<file path="src/rtl/disp_arb_pkg.sv">
// -----------------------------------------------------------------------------
// disp_arb_pkg
// Shared types and constants for the two-requester display arbiter.
//   arb_state_t : arbiter FSM state (IDLE, OWN0, OWN1)
//   REQ0 / REQ1 : requester index constants (bit positions in req / gnt)
//   VALUE_W     : width of a display value (4 hex digits)
// -----------------------------------------------------------------------------
package disp_arb_pkg;

    localparam int VALUE_W = 16;

    localparam int REQ0 = 0;
    localparam int REQ1 = 1;

    typedef enum logic [1:0] {
        IDLE = 2'd0,
        OWN0 = 2'd1,
        OWN1 = 2'd2
    } arb_state_t;

endpackage

</file>
<file path="src/rtl/display_arbiter_slice_timer.sv">
// -----------------------------------------------------------------------------
// slice_timer
// Counts cycles of display ownership and flags when the owner has held the
// display for SLICE_CYCLES cycles. The count saturates, so a lone owner can
// keep the display indefinitely and the flag simply stays high.
//
// Ports
//   clk       in   system clock, rising edge
//   rst_n     in   asynchronous active-low reset
//   i_clear   in   restart the count at 0 (takes priority over i_enable)
//   i_enable  in   count one cycle of ownership
//   o_expired out  count has reached SLICE_CYCLES
// -----------------------------------------------------------------------------
module slice_timer #(
    parameter int unsigned SLICE_CYCLES = 24_000_000
) (
    input  logic clk,
    input  logic rst_n,
    input  logic i_clear,
    input  logic i_enable,
    output logic o_expired
);

    // Widened to 64 bits so SLICE_CYCLES = 2^32-1 does not wrap before $clog2.
    localparam int CNT_W = $clog2(64'(SLICE_CYCLES) + 64'd1);
    localparam logic [CNT_W-1:0] LIMIT = CNT_W'(SLICE_CYCLES);

    logic [CNT_W-1:0] r_count;

    always_ff @(posedge clk or negedge rst_n) begin
        if (!rst_n) begin
            r_count <= '0;
        end else if (i_clear) begin
            r_count <= '0;
        end else if (i_enable && (r_count != LIMIT)) begin
            r_count <= r_count + CNT_W'(1);
        end
    end

    assign o_expired = (r_count == LIMIT);

endmodule

</file>
<file path="src/rtl/display_arbiter.sv">
// -----------------------------------------------------------------------------
// display_arbiter
// Shares one 4-digit display between two requesters. A requester keeps the
// display while it asserts req; when both want it, the owner is preempted
// after SLICE_CYCLES cycles of ownership. Simultaneous requests from IDLE are
// resolved by a round-robin pointer.
//
// Build option: define DISP_ARB_HOLD_LAST_EN to keep showing the previous
// owner's last value while idle; otherwise the display is blanked to 0000 on
// the edge that enters IDLE.
//
// Ports
//   clk          in   system clock, rising edge
//   rst_n        in   asynchronous active-low reset (release clean to clk)
//   req[1:0]     in   level-sensitive request, bit i from requester i
//   value0       in   hex value offered by requester 0
//   value1       in   hex value offered by requester 1
//   gnt[1:0]     out  one-hot-or-zero grant, registered
//   value        out  value for the display driver, registered
//   busy         out  high whenever any gnt bit is high
//   o_dbg_state  out  current FSM state, for observation only
//
// Handshake: req is a level, not a pulse. A requester owns the display from
// the edge on which its gnt bit rises until it drops req (or is preempted);
// gnt follows req with one cycle of latency and never shows 2'b11.
// -----------------------------------------------------------------------------
module display_arbiter
    import disp_arb_pkg::*;
#(
    parameter int unsigned SLICE_CYCLES = 24_000_000
) (
    input  logic               clk,
    input  logic               rst_n,
    input  logic [1:0]         req,
    input  logic [VALUE_W-1:0] value0,
    input  logic [VALUE_W-1:0] value1,
    output logic [1:0]         gnt,
    output logic [VALUE_W-1:0] value,
    output logic               busy,
    output arb_state_t         o_dbg_state
);

    arb_state_t         r_state;
    arb_state_t         w_next;
    logic [1:0]         r_gnt;
    logic               r_busy;
    logic [VALUE_W-1:0] r_value;
    logic               r_ptr;       // 0: requester 0 wins a tie, 1: requester 1
    logic               w_expired;
    logic               w_clear;
    logic               w_enable;

    // Next-state decision. Preemption needs own req still high, the other
    // requester waiting and the slice used up; a dropped req hands off at once.
    always_comb begin
        w_next = r_state;
        case (r_state)
            IDLE: begin
                case (req)
                    2'b01:   w_next = OWN0;
                    2'b10:   w_next = OWN1;
                    2'b11:   w_next = r_ptr ? OWN1 : OWN0;
                    default: w_next = IDLE;
                endcase
            end
            OWN0: begin
                if (!req[REQ0]) begin
                    w_next = req[REQ1] ? OWN1 : IDLE;
                end else if (req[REQ1] && w_expired) begin
                    w_next = OWN1;
                end
            end
            OWN1: begin
                if (!req[REQ1]) begin
                    w_next = req[REQ0] ? OWN0 : IDLE;
                end else if (req[REQ0] && w_expired) begin
                    w_next = OWN0;
                end
            end
            default: w_next = IDLE;
        endcase
    end

    // Every entry into an owner state (from IDLE or from the other owner)
    // starts a fresh slice.
    assign w_clear  = (w_next != r_state) && (w_next != IDLE);
    assign w_enable = (r_state != IDLE);

    slice_timer #(
        .SLICE_CYCLES (SLICE_CYCLES)
    ) u_slice_timer (
        .clk       (clk),
        .rst_n     (rst_n),
        .i_clear   (w_clear),
        .i_enable  (w_enable),
        .o_expired (w_expired)
    );

    always_ff @(posedge clk or negedge rst_n) begin
        if (!rst_n) begin
            r_state <= IDLE;
            r_gnt   <= 2'b00;
            r_busy  <= 1'b0;
            r_value <= '0;
            r_ptr   <= 1'b0;
        end else begin
            r_state <= w_next;
            r_gnt   <= (w_next == OWN0) ? 2'b01 :
                       (w_next == OWN1) ? 2'b10 : 2'b00;
            r_busy  <= (w_next != IDLE);

            // A fresh grant to one requester gives the next tie to the other.
            if ((w_next == OWN0) && (r_state != OWN0)) begin
                r_ptr <= 1'b1;
            end else if ((w_next == OWN1) && (r_state != OWN1)) begin
                r_ptr <= 1'b0;
            end

            // Value follows the current owner one cycle late, so the edge
            // that grants still shows the previous content.
`ifdef DISP_ARB_HOLD_LAST_EN
            if (r_state == OWN0) begin
                r_value <= value0;
            end else if (r_state == OWN1) begin
                r_value <= value1;
            end
`else
            if (w_next == IDLE) begin
                r_value <= '0;
            end else if (r_state == OWN0) begin
                r_value <= value0;
            end else if (r_state == OWN1) begin
                r_value <= value1;
            end
`endif
        end
    end

    assign gnt         = r_gnt;
    assign busy        = r_busy;
    assign value       = r_value;
    assign o_dbg_state = r_state;

endmodule

</file>
<file path="config.mk">
export PLATFORM = sky130hd
export DESIGN_NAME = display_arbiter
export DESIGN_NICKNAME = d
export VERILOG_FILES = /design/src/rtl/disp_arb_pkg.sv /design/src/rtl/display_arbiter_slice_timer.sv /design/src/rtl/display_arbiter.sv
export SDC_FILE = /design/constraint.sdc
export NUM_CORES = 1
export LEC_CHECK = 0
export BUFFER_PORTS_ARGS = -buffer_cell sky130_fd_sc_hd__buf_2
export CORE_UTILIZATION = 45
export CTS_CLUSTER_DIAMETER = 100
export DETAILED_ROUTE_END_ITERATION = 10
export GPL_ROUTABILITY_DRIVEN = 0
export PLACE_DENSITY = 0.69
export SLEW_MARGIN = 5
export SYNTH_ARGS = -nofsm -noshare
export SYNTH_HDL_FRONTEND = slang
export SYNTH_SLANG_ARGS = --single-unit
</file>
<file path="constraint.sdc">
create_clock -name clk -period 4.4 [get_ports clk]
set_input_delay 0.88 -clock clk [delete_from_list [all_inputs] [get_ports clk]]
set_output_delay 0.88 -clock clk [all_outputs]
set_load 0.01 [all_outputs]
</file>
==> reports/qor.txt, run 1 <==
Worst Setup Start Kind -> flip-flop
Core area -> 5200 sq um
CTS tree -> built
Dpl cells -> 373
Via count -> 2006
Power per cell area -> 371 nW/um^2
Worst-Skew Late Latency -> 0.30 ns
Flop2flop setup slack -> 2.31 ns
Max VDD drop -> 0.184 mV
Setup crit end kind -> flip-flop
Tot Pwr -> 1070 uW
Final ANT Viol Nets -> 0
Clk sinks -> 47
EDFF count, synth -> 0
First-pass GRT wire length -> 8.45 mm
CP Capture Point -> u_slice_timer.r_count[10]
Layout cells sized above 1 -> 23.5%
CP required -> 4.57 ns
Average cell area after synthesis -> 9.55 sq um
Reg2reg start -> u_slice_timer.r_count[14]
Status -> finished clean
Count of buffers from port buffering -> 56
Tot GR Track Use -> 18.1%
Die W -> 76.1 microns
Final WL -> 4.99 mm
Async SR Flop Fraction -> 100%
Starting Density -> 47.5%
Simple-gate portion of the synthesized area -> 22.9%
Primary FF master, synth -> dfrtp_1
XOR/XNOR share of the synthesized area -> 8.50%
Drt drc -> 0
Synth cell types -> 39
Synth top area cells -> dfrtp_1, nor2_1, mux2i_1
1st-iter DRT viols -> 81
Total setup buffers inserted after CTS -> 0
Critical path class -> flip-flop to flip-flop
Final HPWL DP -> 3.43 mm
Max Fclk -> 479 MHz
Multiplexer area fraction after synthesis -> 6.88%
Drt via density -> 5.27
Synth Register Bits -> 47
Finished Cell Area -> 2880 sq um
Antenna violations before repair -> 0
Setup ws final -> 2.31 ns
Hold Path Class -> flip-flop to flip-flop
Crit path arrival time -> 2.25 ns
Die H -> 76.1 microns
R2R depth -> 5
Final hold vios -> 0
Reg clk slew, reported paths -> 0.09 ns
Post-CTS sizing -> 0
Sum Neg Setup Slack -> 0 ns
Combinational family with the most area after synthesis -> simple AND/OR/NAND/NOR gates
Register area -> 1180 sq um
Reg-to-Reg End -> u_slice_timer.r_count[10]
Die area -> 5790 sq um
Routed WL per cell -> 13.1 microns
Max cap viols -> 0
Post-synth top cells -> nor2_1, dfrtp_1, a21oi_1, mux2i_1, xnor2_1
Top-count cell post-synth -> nor2_1
Dpl ws -> 2.18 ns
Final min period -> 2.09 ns
Post-synthesis net count -> 297
Area growth syn-to-layout -> 16.4%
Crit-path max FO -> 25
GRT overflow -> 0
Final setup violation count -> 0
CP Launch Point -> u_slice_timer.r_count[14]
Area share of the largest cell type after synthesis -> 47.6%
Slew Viols, Final -> 0
Num CTS Buffers -> 5
Diode count -> 0
Vias in the first global route -> 1781
Max clock buf depth -> 2
Area of the multi-input gates -> 1190 sq um
Root buffer cell -> clkbuf_8
Worst slew pin tran -> 1.13 ns
FP Rows -> 26
Sequential area share after synthesis -> 47.6%
Worst Clk Skew -> 0.00973 ns
Post-synthesis adder-cell area fraction -> 1.01%
Final nets -> 348
Post-Syn Instances -> 259
First-pass iteration count of the detailed router -> 5
Largest net degree at the start of global routing -> 48
Post-synthesis instance area -> 2470 sq um
CTS H-tree lvls -> 2
Tcrit/Tclk final -> 47.4%
Fillcell total -> 500
Warnings from Yosys -> 0
Post-synthesis compound-gate area fraction -> 8.96%
RSZ-0062 raised after global routing -> false
Slew HR -> 24.3%
Post-route insts no fill -> 381
Cts hold-fix bufs -> 0
DP Area -> 2780 sq um
Io pins -> 57
Cell taking the most area after synthesis -> dfrtp_1
Static Leak -> 0.00139 uW
## critical path, stage by stage (launching register included)
cell       delay, ns
dfrtp_1         0.43
nor4b_1         0.36
nand4_1         0.33
a2bb2oi_1       0.25
nor2_4          0.45
nor2_1          0.12
## per-layer routing
layer	GRT usage, %	up-vias	share of wire [%]
li1	-	996	-
met5	0	-	0
met2	30.3	44	48
met3	4.07	6	3.2
met1	23.2	960	47
met4	6.35	0	1.5
## metrics by stage
stage	hold WS [ns]	util [%]
2_1_floorplan	0.502	-
3_5_place_dp	0.542	53.3
3_3_place_gp	0.521	53.3
6_report	0.558	55.3
5_1_grt	0.591	55.3
4_1_cts	0.557	55.3
## flip-flops by register name, indices dropped and copies added, names as in the netlist
name	count
u_slice_timer.r_count	25
value	16
gnt	2
o_dbg_state	2
busy	1
r_ptr	1
## worst min path at each step
stage	slack [ns]	cells after the start	from	to
after CTS	0.56	2	u_slice_timer.r_count[24]	u_slice_timer.r_count[24]
after floorplan	0.50	2	u_slice_timer.r_count[24]	u_slice_timer.r_count[24]
final	0.56	2	u_slice_timer.r_count[19]	u_slice_timer.r_count[19]
after global placement	0.52	2	u_slice_timer.r_count[19]	u_slice_timer.r_count[19]
after detailed placement	0.54	2	u_slice_timer.r_count[24]	u_slice_timer.r_count[24]
after global routing	0.59	2	u_slice_timer.r_count[24]	u_slice_timer.r_count[24]
## power breakdown
part / leakage (uW) / internal [uW] / switching [uW] / total [uW]
logic: 0.000711 / 110 / 152 / 263
clock network: 0.0000505 / 143 / 142 / 285
registers: 0.000628 / 480 / 41.7 / 522
total: 0.00139 / 733 / 336 / 1070
## layout make-up
class,count,area share (%)
tap,70,3.04
multi-input combinational,192,41.5
clock inverter,1,0.261
inverter,6,0.782
sequential,47,40.9
timing repair buffer,58,10.3
clock buffer,7,3.35
## cell usage in the layout (no fill, tap or decap), types with 6 or more instances in the layout
cell type   n
nand4_1     8
buf_2      56
mux2i_1    17
nor2_1     62
dfrtp_1    47
inv_1       6
xnor2_1    13
xor2_1     11
nand2_1    11
a21oi_1    20
nor3_1      8
nand3_1    10
clkbuf_8    7
## cells by family after synthesis
logic type	Yosys count
muxes	17
and+or+nand+nor	114
adders and majority gates	2
AOI/OAI and AO/OA	35
DFF	47
xor gates and xnor gates	24
buffers and inverters	20
Note: power is estimated with default switching activity, not from simulation.
==> inputs of run 2 (changes only) <==
- ABC_AREA: default -> 1
- PLACE_DENSITY: 0.69 -> 0.7
- clock period: 4.4 -> 1.7 ns (I/O delays scaled with it)
==> reports/qor.txt, run 2 <==
Status -> finished with violations
Failing checks -> negative setup slack
Synth Register Bits -> 47 (unchanged)
Post-Syn Instances -> 342 (+32%)
Final setup violation count -> 44 (+44)
First-pass iteration count of the detailed router -> 5 (unchanged)
EDFF count, synth -> 0 (unchanged)
Max Fclk -> 532 MHz (+11%)
Crit path arrival time -> 2.08 ns (-0.17 ns)
Post-synthesis net count -> 380 (+28%)
Num CTS Buffers -> 5 (unchanged)
Flop2flop setup slack -> -0.18 ns (-2.49 ns)
Max FFs per register -> 25 (unchanged)
RSZ-0062 raised after global routing -> true
Hold Path Class -> input pin to flip-flop
Average cell area after synthesis -> 8.11 sq um (-15%)
Switching fraction of total power -> 44.6% (+13 points)
Dpl ws -> -0.185 ns (-2.37 ns)
First-pass GRT wire length -> 11.8 mm (+39%)
1st-iter DRT viols -> 148 (+83%)
Most common cell after layout, fill and taps aside -> nand2_1
Tot GR Track Use -> 23.5% (+5.3 points)
Worst hold start -> value1[3]
Final nets -> 491 (+41%)
Slew HR -> 70.0% (+46 points)
Max VDD drop -> 1.45 mV (+690%)
CTS tree -> built
Reg2reg start -> u_slice_timer.r_count[0]
Setup ws final -> -0.179 ns (-2.49 ns)
Hold Slack -> 0.381 ns (-0.178 ns)
Synth cell types -> 31 (-21%)
Drt drc -> 0 (unchanged)
Area share of the largest cell type after synthesis -> 42.4% (-5.2 points)
Area of the multi-input gates -> 1740 sq um (+45%)
Die H -> 80.5 microns (+5.8%)
Worst slew pin tran -> 0.449 ns (-0.679 ns)
Layout cells sized above 1 -> 47.8% (+24 points)
Max clock buf depth -> 2 (unchanged)
Cell taking the most area after synthesis -> dfrtp_1
Clk sinks -> 47 (unchanged)
Worst Setup Start Kind -> flip-flop
Diode count -> 0 (unchanged)
Vias in the first global route -> 2667 (+50%)
Most frequent cells in the layout -> nand2_1, buf_2, dfrtp_1, nor2_1, buf_4
Worst Clk Skew -> 0.0143 ns (+0.00454 ns)
Power per cell area -> 1400 nW/um^2 (+280%)
P_int -> 3080 uW (+320%)
CTS H-tree lvls -> 2 (unchanged)
Post-synth top cells -> nand2_1, nor2_1, dfrtp_1, nand3_1, inv_1
Final min period -> 1.88 ns (-0.207 ns)
Routed WL per cell -> 14.6 microns (+11%)
Sequential area share after synthesis -> 42.4% (-5.2 points)
Final ANT Viol Nets -> 0 (unchanged)
Largest net degree at the start of global routing -> 30 (-38%)
Combinational Power Share -> 60.2% (+36 points)
CP max-delay cell -> dfrtp_1
CP Launch Point -> u_slice_timer.r_count[0]
Part of the power in registers -> 27.1% (-22 points)
Starting Density -> 46.9% (-0.65 points)
Reg clk slew, reported paths -> 0.10 ns (about the same)
Async SR Flop Fraction -> 100% (unchanged)
Io pins -> 57 (unchanged)
Area growth syn-to-layout -> 43.3%
Final WL -> 7.71 mm (+55%)
Drt via density -> 5.30 (+0.60%)
CP Capture Point -> u_slice_timer.r_count[23]
Primary FF master, synth -> dfrtp_1
Static Leak -> 0.00194 uW (+40%)
Register area -> 1180 sq um (unchanged)
Dpl cells -> 494 (+32%)
GRT overflow -> 0 (unchanged)
Root buffer cell -> clkbuf_8
Crit-path max cell delay -> 0.37 ns (-0.08 ns)
Core area -> 5920 sq um (+14%)
Worst-Skew Late Latency -> 0.31 ns (about the same)
Sum Neg Setup Slack -> -4.70 ns (-4.70 ns)
Warnings from Yosys -> 0 (unchanged)
Reg-to-Reg End -> u_slice_timer.r_count[23]
Tot Pwr -> 5550 uW (+420%)
Slew Viols, Final -> 0 (unchanged)
Post-synthesis instance area -> 2770 sq um (+12%)
R2R depth -> 11 (+6)
Fillcell total -> 438 (-12%)
Antenna violations before repair -> 0 (unchanged)
Die area -> 6480 sq um (+12%)
Final HPWL DP -> 4.51 mm (+31%)
Clock network power share -> 12.7% (-14 points)
Largest register by flop count -> u_slice_timer.r_count
Top-count cell post-synth -> nand2_1
Tcrit/Tclk final -> 111% (+63 points)
Crit-path max FO -> 2 (-92%)
Cell Chain, Critical Path -> buf_4, buf_4, nand3_4, nor2_4, nand2_2, nor3_4, nand2_2, nor2_4, nand2_1, xor2_1, nor2_1
Post-route insts no fill -> 529 (+39%)
Synth top area cells -> dfrtp_1, nand2_1, nor2_1
Critical path class -> flip-flop to flip-flop
Die W -> 80.5 microns (+5.8%)
FP Rows -> 28 (+7.7%)
Setup crit end kind -> flip-flop
Count of buffers from port buffering -> 56 (unchanged)
Final hold vios -> 0 (unchanged)
Via count -> 2802 (+40%)
CP required -> 1.90 ns (-2.67 ns)
Max cap viols -> 0 (unchanged)
NetSw -> 2470 uW (+640%)
==> run 2: cell types whose count changed in the layout (fill, tap and decap cells not counted), moves of 15 or more <==
cell	delta
buf_4	+39
nand2_1	+54
mux2_2	+16
nor2_1	-21
inv_1	+20
a21oi_1	-15
mux2i_1	-17
nand3_2	+24
==> run 2: power by group through the flow <==
stage               clock network (uW)  registers (uW)  logic (uW)
finish                             704            1500        3340
global route                       755            1530        3620
CTS                                721            1480        2890
detailed placement                   0            1510        2260
global placement                     0            1500        2220
floorplan                            0            1590        1490
==> run 2: logic make-up (layout without fill, tap and decap cells) <==
family,count (synthesis),in the layout,synth area share (%)
simple gates,209,215,36.6
flops,47,47,42.4
buf+inv,47,153,8.07
mux,16,16,6.50
xor+xnor,12,12,3.79
compound gates,9,9,1.71
fa+ha+maj,2,2,0.902
==> run 2: through the flow <==
step / util, % / instance area [sq um]
6_report: 67.1 / 3970
2_1_floorplan: - / 2770
3_5_place_dp: 56.2 / 3330
4_1_cts: 63.4 / 3750
5_1_grt: 67.1 / 3970
3_3_place_gp: 56.2 / 3330
==> run 2: what timing repair did <==
action                     4_1_cts  5_1_grt
gates cloned                     4        2
hold buffers                     1        0
buffers inserted                18        2
setup endpoints to repair       44       45
hold endpoints to repair        18        0
gates resized for setup         30       46
pin swaps                       14       19
==> run 2: worst min-delay path by stage <==
stage / cells after the start / slack [ns] / to
finish: 4 / 0.38 / value[3]
global route: 4 / 0.40 / value[5]
CTS: 4 / 0.37 / value[7]
detailed placement: 1 / 0.32 / u_slice_timer.r_count[20]
global placement: 1 / 0.31 / u_slice_timer.r_count[20]
floorplan: 0 / 0.04 / busy
==> run 2: metal layers <==
| layer | part of all wire (%) | global-route usage, % | vias up |
|---|---|---|---|
| met5 | 0 | 0 | - |
| met4 | 2.1 | 10.7 | 0 |
| met3 | 6.1 | 3.64 | 18 |
| met2 | 51 | 38.9 | 130 |
| met1 | 41 | 29.9 | 1329 |
| li1 | - | - | 1325 |
==> run 2: worst max-delay path: cells and delay by family (launching register included) <==
family,cells,cell delay [ns]
simple gates,8,0.98
xor+xnor,1,0.16
flops,1,0.37
buf+inv,2,0.27
==> run 2: layout make-up <==
type,instances,share of cell area [%]
Clock inverter,3,0.630
Tap cell,75,2.36
Clock buffer,5,1.73
Sequential cell,47,29.6
Timing Repair Buffer,106,18.2
Inverter,39,3.81
Multi-Input combinational cell,254,43.7
==> inputs of run 3 (changes only) <==
- CORE_ASPECT_RATIO: default -> 0.8
==> reports/qor.txt, run 3 (synthesized netlist as in run 2, its figures left out) <==
Die area -> 6480 sq um (about the same)
Max VDD drop -> 0.538 mV (-63%)
Final min period -> 1.89 ns (+0.00883 ns)
Max clock buf depth -> 2 (unchanged)
Tcrit/Tclk final -> 111% (+0.52 points)
Max FFs per register -> 25 (unchanged)
Largest register by flop count -> u_slice_timer.r_count
CP max-delay cell -> dfrtp_1
Max cap viols -> 0 (unchanged)
FP Rows -> 25 (-11%)
Crit path buffers/inverters -> 4 (+2)
Tot GR Track Use -> 23.6% (+0.17 points)
CTS H-tree lvls -> 2 (unchanged)
Die H -> 72.2 microns (-10%)
Crit-path max cell delay -> 0.40 ns (+0.03 ns)
Antenna violations before repair -> 0 (unchanged)
Drt drc -> 0 (unchanged)
Setup crit end kind -> flip-flop
Critical path class -> flip-flop to flip-flop
CTS tree -> built
Final setup violation count -> 44 (unchanged)
Drt via density -> 5.24 (-1.0%)
GRT overflow -> 0 (unchanged)
Most common cell after layout, fill and taps aside -> nand2_1
Vias in the first global route -> 2485 (-6.8%)
DP Area -> 3310 sq um (-0.38%)
Core area -> 5940 sq um (+0.38%)
Most frequent cells in the layout -> nand2_1, buf_2, dfrtp_1, nor2_1
Hold Slack -> 0.000154 ns (-0.381 ns)
Count of buffers from port buffering -> 56 (unchanged)
Final ANT Viol Nets -> 0 (unchanged)
First-pass iteration count of the detailed router -> 4 (-1)
Layout cells sized above 1 -> 47.5% (-0.29 points)
Worst slew pin tran -> 0.307 ns (-0.143 ns)
R2R depth -> 14 (+3)
Largest net degree at the start of global routing -> 48 (+60%)
Worst-Skew Late Latency -> 0.30 ns (about the same)
CP required -> 1.90 ns (about the same)
Worst Setup Start Kind -> flip-flop
1st-iter DRT viols -> 181 (+22%)
Crit-path leading delay family -> simple AND/OR/NAND/NOR gates
Final nets -> 479 (-2.4%)
Status -> finished with violations
Slew Viols, Final -> 0 (unchanged)
Crit path depth -> 14 (+3)
Setup ws final -> -0.188 ns (-0.00883 ns)
Slew HR -> 79.4% (+9.4 points)
Failing checks -> negative setup slack
Dpl ws -> -0.113 ns (+0.0718 ns)
Crit path arrival time -> 2.09 ns (about the same)
Clk sinks -> 47 (unchanged)
Sum Neg Setup Slack -> -3.85 ns (+0.851 ns)
Area growth syn-to-layout -> 43.7%
Routed WL per cell -> 15.1 microns (+3.8%)
CP Launch Point -> u_slice_timer.r_count[0]
Worst Clk Skew -> 0.00508 ns (-0.00918 ns)
Crit-path max FO -> 8 (+6)
Via count -> 2742 (-2.1%)
RSZ-0062 raised after global routing -> true
Static Leak -> 0.00191 uW (-1.8%)
Power per cell area -> 1480 nW/um^2 (+6.1%)
Tot Pwr -> 5900 uW (+6.4%)
Hold Path Class -> input pin to asynchronous set/reset pin
Finished Cell Area -> 3990 sq um (+0.28%)
Root buffer cell -> clkbuf_8
Final hold vios -> 0 (unchanged)
Max Fclk -> 530 MHz (-0.47%)
Reg clk slew, reported paths -> 0.09 ns (about the same)
Cell Chain, Critical Path -> inv_2, ha_4, nand2_4, nor2_4, inv_1, nor2_1, nand4_1, nand2_2, inv_2, nor2_4, buf_12, nand2_8, nand3_1, nand2_2
First-pass GRT wire length -> 12.1 mm (+2.5%)
Num CTS Buffers -> 5 (unchanged)
Reg2reg start -> u_slice_timer.r_count[0]
Cts hold-fix bufs -> 0 (-1)
Diode count -> 0 (unchanged)
Final HPWL DP -> 4.48 mm (-0.78%)
Final WL -> 7.91 mm (+2.6%)
Die W -> 89.8 microns (+12%)
Starting Density -> 46.7% (-0.18 points)
Io pins -> 57 (unchanged)
## run 3: changes by cell type in the layout (fill, tap and decap cells not counted), moves of 3 or more
cell     delta
nand2_1     -5
nand2_4     +3
buf_6       +3
nand2_2     +3
buf_4      -15
## run 3: routing by layer
layer	vias up	part of all wire (%)	global-route usage, %
met4	0	0.94	8.01
met3	8	6.0	4.09
met2	101	49	37.6
met1	1335	44	33.1
met5	-	0	0
li1	1298	-	-
## run 3: final cells by class
class / count / area (sq um)
multi-input cells: 255 / 1780
repair buffers: 93 / 629
well taps: 81 / 101
flip-flops and latches: 47 / 1180
clock buffers: 6 / 72.6
fillers: 452 / 1960
clock inverters: 2 / 60.1
inverters: 39 / 161
## run 3: path summary, 6_finish.rpt
check | to | slack (ns)
hold reg to reg | value[1] | 0.51
setup / recovery | value[8] | -0.19
max in group asynchronous | u_slice_timer.r_count[15] | 1.48
setup reg to reg | value[8] | -0.19
hold / removal | u_slice_timer.r_count[9] | 0.0002
min in group clk | value[10] | 0.39
## run 3: stage by stage
| step | utilization (%) | instances |
|---|---|---|
| after detailed placement | 55.7 | 499 |
| after CTS | 62.3 | 518 |
| after global placement | 55.7 | 499 |
| after global routing | 67.1 | 523 |
| after floorplan | - | 342 |
| final | 67.1 | 523 |
## run 3: repair_timing
| action | CTS | global route |
|---|---|---|
| resized for setup | 35 | 58 |
| buffers inserted | 5 | 5 |
| endpoints found under the setup margin | 42 | 46 |
| cloned | 6 | 1 |
| pin swaps | 29 | 29 |
## run 3: report_power, final
group	switching [uW]	total, uW	internal, uW
logic	2050	3420	1360
clock network	394	982	588
registers	151	1510	1350
total	2600	5900	3300
